$ cat config.mk
export PLATFORM = sky130hd
export DESIGN_NAME = status_monitor
export DESIGN_NICKNAME = d
export VERILOG_FILES = /design/src/rtl/status_monitor.sv
export SDC_FILE = /design/constraint.sdc
export NUM_CORES = 1
export LEC_CHECK = 0
export ABC_AREA = 1
export CELL_PAD_IN_SITES_DETAIL_PLACEMENT = 2
export CELL_PAD_IN_SITES_GLOBAL_PLACEMENT = 2
export CORE_UTILIZATION = 39
export DETAILED_ROUTE_END_ITERATION = 6
export GPL_ROUTABILITY_DRIVEN = 1
export MAX_ROUTING_LAYER = met4
export PLACE_DENSITY_LB_ADDON = 0.08
export SYNTH_ARGS = -nofsm -noshare
export SYNTH_HDL_FRONTEND = slang
export SYNTH_SLANG_ARGS = --single-unit
$ cat constraint.sdc
create_clock -name i_clk -period 4.48 [get_ports i_clk]
set_clock_uncertainty 0.05 [all_clocks]
set_input_delay 1.12 -clock i_clk [delete_from_list [all_inputs] [get_ports i_clk]]
set_output_delay 1.12 -clock i_clk [all_outputs]
set_load 0.05 [all_outputs]
$ cat src/rtl/status_monitor.sv
// status_monitor
//   Tracks a core's status stream: runs a small run-state FSM (IDLE, RUN and
//   three terminal states), counts R-type / I-type events, and queues every
//   accepted event as {code, sequence idx} in a FIFO for a downstream reader.
//
// Ports
//   i_clk, i_rst               clock, asynchronous active-high reset
//   i_status[1:0]              0 R-type, 1 I-type, 2 overflow, 3 end
//   i_status_valid             one event per asserted cycle
//   o_evt_valid / i_evt_ready  FIFO head handshake (pop on valid & ready)
//   o_evt_status, o_evt_idx    FIFO head contents (zero when empty)
//   o_cnt_r, o_cnt_i           saturating counts of accepted code 0 / code 1
//   o_state[2:0]               current FSM state
//   o_done                     run terminated (end, overflow or timeout)
//   o_err                      sticky: event after termination or FIFO drop
module status_monitor #(
    parameter int FIFO_DEPTH  = 8,
    parameter int TIMEOUT_CYC = 1024
) (
    input  logic        i_clk,
    input  logic        i_rst,
    input  logic [1:0]  i_status,
    input  logic        i_status_valid,
    output logic        o_evt_valid,
    input  logic        i_evt_ready,
    output logic [1:0]  o_evt_status,
    output logic [15:0] o_evt_idx,
    output logic [15:0] o_cnt_r,
    output logic [15:0] o_cnt_i,
    output logic [2:0]  o_state,
    output logic        o_done,
    output logic        o_err
);
    localparam int AW = $clog2(FIFO_DEPTH);
    localparam int TW = $clog2(TIMEOUT_CYC + 1);

    localparam logic [2:0] S_IDLE    = 3'd0;
    localparam logic [2:0] S_RUN     = 3'd1;
    localparam logic [2:0] S_END_OK  = 3'd2;
    localparam logic [2:0] S_END_OVF = 3'd3;
    localparam logic [2:0] S_TIMEOUT = 3'd4;

    logic [2:0]    state_q, state_d;
    logic [TW-1:0] idle_q, idle_d;
    logic [15:0]   idx_q, idx_d;
    logic [15:0]   cnt_r_q, cnt_r_d;
    logic [15:0]   cnt_i_q, cnt_i_d;
    logic          done_q, done_d;
    logic          err_q, err_d;
    // Pointers carry one extra bit so full and empty are distinguishable.
    logic [AW:0]   wr_ptr_q, wr_ptr_d;
    logic [AW:0]   rd_ptr_q, rd_ptr_d;

    logic [1:0]    code_mem [FIFO_DEPTH];
    logic [15:0]   idx_mem  [FIFO_DEPTH];

    logic          live, ev, empty, full, pop, push;
    logic [AW:0]   occ;

    always_comb begin
        occ   = wr_ptr_q - rd_ptr_q;
        empty = (wr_ptr_q == rd_ptr_q);
        full  = (occ == (AW + 1)'(FIFO_DEPTH));
        live  = (state_q == S_IDLE) || (state_q == S_RUN);
        ev    = i_status_valid && live;
        pop   = !empty && i_evt_ready;
        // A full FIFO still takes a push when the head leaves this cycle.
        push  = ev && (!full || pop);
    end

    always_comb begin
        state_d  = state_q;
        idle_d   = idle_q;
        idx_d    = idx_q;
        cnt_r_d  = cnt_r_q;
        cnt_i_d  = cnt_i_q;
        wr_ptr_d = wr_ptr_q;
        rd_ptr_d = rd_ptr_q;
        err_d    = err_q | (i_status_valid && !live) | (ev && !push);

        if (push) begin
            wr_ptr_d = wr_ptr_q + 1'b1;
            idx_d    = idx_q + 16'd1;
            if (i_status == 2'd0 && cnt_r_q != 16'hFFFF) cnt_r_d = cnt_r_q + 16'd1;
            if (i_status == 2'd1 && cnt_i_q != 16'hFFFF) cnt_i_d = cnt_i_q + 16'd1;
        end
        if (pop) rd_ptr_d = rd_ptr_q + 1'b1;

        case (state_q)
            S_IDLE: begin
                if (i_status_valid) begin
                    idle_d = '0;
                    case (i_status)
                        2'd2:    state_d = S_END_OVF;
                        2'd3:    state_d = S_END_OK;
                        default: state_d = S_RUN;
                    endcase
                end
            end
            S_RUN: begin
                if (i_status_valid) begin
                    idle_d = '0;
                    if (i_status == 2'd2) state_d = S_END_OVF;
                    if (i_status == 2'd3) state_d = S_END_OK;
                end else begin
                    idle_d = idle_q + 1'b1;
                    // Count is about to reach TIMEOUT_CYC idle cycles.
                    if (idle_q == TW'(TIMEOUT_CYC - 1)) state_d = S_TIMEOUT;
                end
            end
            default: ;
        endcase

        done_d = (state_d == S_END_OK) || (state_d == S_END_OVF) ||
                 (state_d == S_TIMEOUT);
    end

    always_ff @(posedge i_clk or posedge i_rst) begin
        if (i_rst) begin
            state_q  <= S_IDLE;
            idle_q   <= '0;
            idx_q    <= '0;
            cnt_r_q  <= '0;
            cnt_i_q  <= '0;
            done_q   <= 1'b0;
            err_q    <= 1'b0;
            wr_ptr_q <= '0;
            rd_ptr_q <= '0;
        end else begin
            state_q  <= state_d;
            idle_q   <= idle_d;
            idx_q    <= idx_d;
            cnt_r_q  <= cnt_r_d;
            cnt_i_q  <= cnt_i_d;
            done_q   <= done_d;
            err_q    <= err_d;
            wr_ptr_q <= wr_ptr_d;
            rd_ptr_q <= rd_ptr_d;
        end
    end

    // Storage needs no reset: head outputs are masked while empty.
    always_ff @(posedge i_clk) begin
        if (push) begin
            code_mem[wr_ptr_q[AW-1:0]] <= i_status;
            idx_mem[wr_ptr_q[AW-1:0]]  <= idx_q;
        end
    end

    assign o_evt_valid  = !empty;
    assign o_evt_status = empty ? 2'd0  : code_mem[rd_ptr_q[AW-1:0]];
    assign o_evt_idx    = empty ? 16'd0 : idx_mem[rd_ptr_q[AW-1:0]];
    assign o_cnt_r      = cnt_r_q;
    assign o_cnt_i      = cnt_i_q;
    assign o_state      = state_q;
    assign o_done       = done_q;
    assign o_err        = err_q;
endmodule

; After elaboration in Yosys (flattened, before gate mapping)
; Memory sizes are Yosys's and may differ from the RTL's.
; Cells that the tools add are included.
[totals]
register_bits = 72
mem_bits_rw = 144
inputBits = 6
wordCells = 68
n_memories = 2
[mem_list]
columns = memory, words, word_bits, read_ports, rd_ports_with_merged_regs, wr, line
row1 = idx_mem, 8, 16, 1, 0, 1, 55  ; logic [15:0] idx_mem [FIFO_DEPTH];
row2 = code_mem, 8, 2, 1, 0, 1, 54  ; logic [1:0] code_mem [FIFO_DEPTH];
[classes]
add_sub_neg = 7
eq_ne = 13
n_mux = 14
n_bitwise = 2
reduce_logical = 21
[ops]
columns = operator, count
row1 = "16-bit by 1-bit adder with 16-bit output, second input constant", 3
row2 = "16-bit inequality test, second input constant", 2
row3 = 11-bit 2-to-1 mux, 2
row4 = 11-bit case mux with 2 select lines, 1
row5 = 16-bit 2-to-1 mux, 1
row6 = 3-bit 2-to-1 mux, 5
row7 = "11-bit by 1-bit adder with 11-bit output, second input constant", 1
row8 = "11-bit by 10-bit equality test with 1-bit output, second input constant", 1
row9 = "4-bit by 1-bit adder with 4-bit output, second input constant", 2
row10 = 1-bit logical AND, 7
row11 = "3-bit by 2-bit equality test with 1-bit output, second input constant", 2
row12 = 3-bit case mux with 2 select lines, 1
row13 = 2-bit AND reduction, 3
row14 = "2-bit equality test, second input constant", 2
row15 = 4-bit equality test, 1
row16 = "4-bit equality test, second input constant", 1
row17 = 1-bit logical NOT, 4
row18 = 1-bit logical OR, 4
row19 = 2-bit case mux with 2 select lines, 1
row20 = 4-bit subtractor, 1
row21 = "3-bit by 1-bit equality test with 1-bit output, second input constant", 1
row22 = "3-bit equality test, second input constant", 1
row23 = 3-bit logical NOT, 1
row24 = "2-bit by 1-bit equality test with 1-bit output, second input constant", 1
row25 = 6 further kinds, 8

; Logic depth before layout (Yosys ltp)
; Gate-level depths: netlist of run 1.
[logic_depth]
word_depth = 8
ltp_mapped = 14
ltp_nobuf = 12

; Worst setup path after synthesis of run 1
; No wires, ideal clock.
[synth_timing]
kind = reg2out
startpoint = reg rd_ptr_q[2]
endpoint = out o_evt_idx[10]
t_arrival_ns = 3.170
required_ns = 3.310
path_slack_ns = 0.140
path_stages_with_launch = 11
cell_sequence = dfrtp_1 > inv_1 > clkbuf_1 > clkbuf_1 > ha_1 > inv_1 > nor2_1 > nand2_1 > clkbuf_1 > o21ai_0 > a31oi_1
[synth_via]
elab_chain_len = 2
elab_cells_between_ends = 3
cone_classes = eq/ne (1) / mux (1) / memory (1)
[synth_rtl]
columns = item, line
row1 = from (decl), 52  ; logic [AW:0] rd_ptr_q, rd_ptr_d;
row2 = from (signal assigned), 138  ; rd_ptr_q <= rd_ptr_d;
row3 = memory 8 x 16 bit / 4-bit equality test (equally long branches), -
row4 = 16-bit 2-to-1 mux *, 152  ; assign o_evt_idx = empty ? 16'd0 : idx_mem[rd_ptr_q[AW-1:0]];
row5 = to (decl), 27  ; output logic [15:0] o_evt_idx,
; Mark *: on every way between the ends. The rest lies on a longest branch, timed or not.

; Worst setup path after layout of run 1
[layout_timing]
startpoint = reg wr_ptr_q[0]
endpoint = out o_evt_idx[12]
[layout_via]
elab_chain_len = 2
[layout_rtl]
columns = item, line
row1 = from (decl), 51  ; logic [AW:0] wr_ptr_q, wr_ptr_d;
row2 = from (signal assigned), 137  ; wr_ptr_q <= wr_ptr_d;
row3 = 4-bit equality test, 62  ; empty = (wr_ptr_q == rd_ptr_q);
row4 = 16-bit 2-to-1 mux, 152
; No other way between the ends.

==> results of run 1 <==
## routing by layer
metal / share of wire [%] / vias to the layer above
met4: 2.4 / 0
met1: 43 / 3987
met2: 52 / 124
met5: 0 / -
li1: - / 3574
met3: 2.9 / 51
## critical path, delay by kind of cell (launching register included)
family / cells / cell delay (ps)
AO/OA/AOI/OAI: 2 / 440
adder cells (fa/ha/maj): 1 / 300
buffers and inverters: 3 / 750
flip-flops: 1 / 410
AND/OR/NAND/NOR: 3 / 600
## cell type report
class | instances | area, sq um | area share (%)
well taps | 330 | 413 | 3.44
clock buffers | 33 | 686 | 5.71
inverters | 51 | 193 | 1.60
clock inverters | 13 | 145 | 1.21
multi-input cells | 688 | 3440 | 28.7
repair buffers | 82 | 1010 | 8.39
flip-flops and latches | 216 | 6130 | 51.0
## path summary, 6_finish.rpt
check                            start              to
max                        wr_ptr_q[0]   o_evt_idx[12]
min                              o_err           o_err
max reg2reg                wr_ptr_q[0]  idx_mem[3][11]
min reg2reg                      o_err           o_err
max in group asynchronous        i_rst      o_cnt_r[9]
min in group asynchronous        i_rst        idx_q[1]
## cells in the final DEF (no fill, tap or decap), drive strengths merged, types with 15 or more instances in the layout
master and instances:
nand4 42, inv 50, edfxtp 144, nor3 15, buf 40, xor2 22
a31oi 21, nor2 166, nand3 43, dfrtp 72, o21ai 106, o22ai 18
clkdlybuf4s50 42, clkbuf 33, xnor2 17, nand2 208
## state kept, by name, summed over array words and instances (netlist names), 3 cells and up
register	cells
wr_ptr_q	4
o_cnt_r	16
o_cnt_i	16
idx_mem	128
code_mem	16
rd_ptr_q	4
idle_q	11
idx_q	16
o_state	3
## metrics by stage
stage	cells	util, %	total power, W	setup slack, ps	area, sq um
2_1_floorplan	1000	-	0.00373	140	9980
3_3_place_gp	1367	44.5	0.00479	711	11200
3_5_place_dp	1367	44.5	0.00487	630	11200
4_1_cts	1413	47.9	0.00697	254	12000
5_1_grt	1413	47.9	0.00717	210	12000
6_report	1413	47.9	0.00689	287	12000
## cells by family (layout without fill, tap and decap cells)
| group | Yosys count | count (layout) | synth area share [%] |
|---|---|---|---|
| simple gates | 483 | 483 | 20.9 |
| flops | 216 | 216 | 61.4 |
| compound gates | 157 | 157 | 8.70 |
| buf+inv | 96 | 179 | 4.33 |
| xor+xnor | 39 | 39 | 3.50 |
| fa+ha+maj | 9 | 9 | 1.13 |
## where the power goes
part / switching [W] / internal, W
Combinational: 0.00169 / 0.000980
Clock: 0.000824 / 0.00125
Sequential: 0.0000153 / 0.00213
==> impl_metrics.tcl, run 1 <==
set metrics [dict create \
    yosysTopAreaCellShare_pct 43.3 \
    drv_cap 0 \
    final-hold-violation-count 0 \
    leakage_nw 4.94 \
    r2r_cells 10 \
    cts_resized 0 \
    core_area_sq_um 25100 \
    diodes 0 \
    worstPathCellList "inv_1, ha_1, nand2_1, nor2_1, nand2_1, buf_4, o21ai_0, a31oi_1, buf_12" \
    hpwl_mm 19.5 \
    whs_ps 479 \
    clk_pin_slew_ps 60 \
    critPathRequiredTime_ps 3310 \
    grt_max_degree 76 \
    ios 62 \
    dr.pass1.iters 4 \
    setup_viol 0 \
    cts_hold_buf 0 \
    die_y_um 162 \
    ys_top_cells_by_count "206 x nand2_1, 164 x nor2_1, 144 x edfxtp_1, 106 x o21ai_0, 72 x dfrtp_1" \
    cts-htree-levels 1 \
    fin_tns_setup_ps 0 \
    status "completed" \
    finalMaxSlewViolations 0 \
    ant_nets 0 \
    async_flop_share_pct 33.3 \
    slew_headroom_pct 38.9 \
    grt_util_all_layers_pct 25.0 \
    min_period_over_period_pct 93.6 \
    viasPerCell 5.47 \
    antenna_found_initial 0 \
    syn_inst 1000 \
    die_w_um 162 \
    overflow 0 \
    cts_root_buf "clkbuf_16" \
    crit_type "reg2out" \
    cts_made_buffers 25 \
    synth_area_leaders "edfxtp_1 43%, dfrtp_1 18%, nand2_1 7.8%" \
    cpPeakStageDelay_ps 430 \
    grt_pass1_vias 8598 \
    synthFlopType "edfxtp_1" \
    die_area_sq_um 26200 \
    use_met3_pct 2.83 \
    routed_wl_mm 30.9 \
    cts_sinks 216 \
    cp-start-kind "flop" \
    r2r_slack_ps 1210 \
    cts_setup_buffers 0 \
    drt_iter0_markers 378 \
    crit_slowest_cell "nand2_1" \
    vias 7736 \
    crit_arrival_ps 3020 \
    nets 1079 \
    n_fill_cell 2647 \
    ys_ff_latch 216 \
    worstHoldPathType "reg2reg" \
    synth-edff-count 144 \
    synthDistinctLibCells 36 \
    synth.avg_cell_area_sq_um 9.98 \
    post_drt_wl_per_cell_um 21.9 \
    area_delta_synth_final_pct 20.4 \
    start_util_pct 39.7 \
    tritoncts "done" \
    io_buffer_count 61 \
    layout_min_cycle_time_ps 4190 \
    grt_busiest_layer "met2" \
    globalRouteMet2Util_pct 44.3 \
    seq_area_frac_synth_pct 61.4 \
    synth.net_count 1015 \
    ir_drop_uv 392 \
    fmax_ghz 0.239 \
    yosysMostFrequentCell "nand2_1" \
    drive_gt1_share_pct 9.23 \
    cp_max_fo 11 \
    hold_depth 2 \
    grt_setup_unrepaired "false" \
    grtUsageMet1_pct 30.4 \
    cp_common_cell "nand2_1" \
    tightestPinTransition_ps 916 \
    power.density_nw_per_um2 573 \
    yosys_warnings 0 \
    insertion_delay_ps 530 \
    synth_area_leader_cell "edfxtp_1" \
    grt_pass1_wl_mm 49.3 \
    rows 58 \
    gp_congestion 0.734 \
    drc_errors 0 \
    cts_buffer_depth 3 \
    endpoint_kind "output port" \
    netlist_area_sq_um 9980 \
]
Power figures use the tool's default switching activity.
==> run 2: changes to the inputs <==
--- a/config.mk
+++ b/config.mk
@@ -13,6 +13,7 @@
 export GPL_ROUTABILITY_DRIVEN = 1
 export MAX_ROUTING_LAYER = met4
 export PLACE_DENSITY_LB_ADDON = 0.08
+export SLEW_MARGIN = 40
 export SYNTH_ARGS = -nofsm -noshare
 export SYNTH_HDL_FRONTEND = slang
 export SYNTH_SLANG_ARGS = --single-unit
==> run 2 against run 1 <==
Net effect:
- non-clock buffer count unchanged
- total power shrank 2.2%
- worst setup slack improved by 71 ps
- utilization fell by 0.21 points
- die area did not move
- critical path type unchanged
==> impl_metrics.tcl, run 2 (synthesis results as in run 1) <==
set metrics [dict create \
    die_y_um 162 \
    tightestPinTransition_ps 770 \
    area_delta_synth_final_pct 19.9 \
    crit_type "reg2out" \
    cp_max_fo 11 \
    cts_buffer_depth 3 \
    cts_made_buffers 25 \
    grt_pass1_vias 8443 \
    r2r_slack_ps 1240 \
    grt_setup_unrepaired "false" \
    n_fill_cell 2654 \
    critPathRequiredTime_ps 3310 \
    fin_tns_setup_ps 0 \
    grt_pass1_wl_mm 48.1 \
    hpwl_mm 19.3 \
    post_drt_wl_per_cell_um 21.3 \
    fmax_ghz 0.243 \
    routed_wl_mm 30.1 \
    die_w_um 162 \
    drive_gt1_share_pct 8.77 \
    leakage_nw 4.90 \
    gp_congestion 0.734 \
    core_area_sq_um 25100 \
    final-hold-violation-count 0 \
    top_layer "met4" \
    io_buffer_count 61 \
    finalMaxSlewViolations 0 \
    overflow 0 \
    final_common_cell "nand2_1" \
    crit_slowest_cell "dfrtp_1" \
    endpoint_kind "output port" \
    insertion_delay_ps 520 \
    tritoncts "done" \
    ir_drop_uv 381 \
    ios 62 \
    setup_viol 0 \
    met1_length_mm 13.3 \
    dr.pass1.iters 4 \
    crit_arrival_ps 2950 \
    cts_resized 0 \
    viasPerCell 5.48 \
    vias 7742 \
    clk_pin_slew_ps 60 \
    crit_family "buffers and inverters" \
    nets 1079 \
    cts-htree-levels 1 \
    start_util_pct 39.7 \
    drv_cap 0 \
    cp_num_buf_inv 3 \
    grt_util_all_layers_pct 24.3 \
    die_area_sq_um 26200 \
    cp-start-kind "flop" \
    drt_iter0_markers 469 \
    post_dp_cell_area_sq_um 11200 \
    worstHoldPathType "reg2reg" \
    cts_setup_buffers 0 \
    cts_root_buf "clkbuf_16" \
    cpPeakStageDelay_ps 400 \
    final_area_sq_um 12000 \
    min_period_over_period_pct 92.0 \
    met2WireLength_mm 15.2 \
    drc_errors 0 \
    diodes 0 \
    grt_max_degree 76 \
    antenna_found_initial 0 \
    layout_common_cells "206 x nand2_1, 159 x nor2_1, 144 x edfxtp_1" \
    rows 58 \
    wl_met3_um 884 \
    layout_min_cycle_time_ps 4120 \
    status "completed" \
    largest_reg_flops 128 \
    worstPathCellList "inv_1, ha_1, nand2_1, nor2_1, nand2_1, buf_4, o21ai_0, a31oi_1, buf_12" \
    slew_headroom_pct 48.6 \
    power.density_nw_per_um2 563 \
    ant_nets 0 \
    cts_sinks 216 \
    cp_common_cell "nand2_1" \
    cts_hold_buf 0 \
]
-- run 2: where the power goes --
group	internal [W]	switching, W	leakage, nW
clock network	0.00112	0.000810	0.374
registers	0.00213	0.0000153	2.61
logic	0.000980	0.00168	1.92
-- run 2: worst reg2reg max path: stages, from the launching register on --
cell	delay, ps
dfrtp_1	400
inv_1	270
ha_1	290
nand2_1	80
nor2_1	80
a21boi_4	240
nor2_2	80
nand2_4	350
nand2_4	320
nor3_4	560
buf_12	220
-- run 2: area by class of cell --
type	instances	area [sq um]	area share (%)
flip-flops and latches	216	6130	51.2
inverters	51	196	1.64
clock inverters	4	23.8	0.199
well taps	330	413	3.45
repair buffers	82	1010	8.46
clock buffers	42	741	6.19
multi-input cells	688	3450	28.8
-- run 2: worst paths after layout --
kind,from,endpoint,cells past startpoint
worst max register to register,wr_ptr_q[0],idx_mem[3][8],10
worst min-delay path,o_err,o_err,2
worst max-delay path,wr_ptr_q[0],o_evt_idx[12],9
worst min register to register,o_err,o_err,2
min in group asynchronous,i_rst,o_state[1],2
max in group asynchronous,i_rst,o_cnt_r[15],3
-- run 2: stage by stage --
stage	power [W]	std cells	setup slack [ps]	util, %	hold slack [ps]
3_5_place_dp	0.00487	1367	644	44.6	452
4_1_cts	0.00681	1413	294	47.6	466
6_report	0.00674	1413	358	47.6	464
5_1_grt	0.00704	1413	149	47.6	509
2_1_floorplan	0.00373	1000	140	-	437
3_3_place_gp	0.00479	1367	711	44.5	458
-- run 2: per-layer routing --
metal	vias up	track usage [%]
met5	-	-
met4	0	6.05
met3	47	2.50
met2	117	42.4
met1	3999	30.3
li1	3579	-
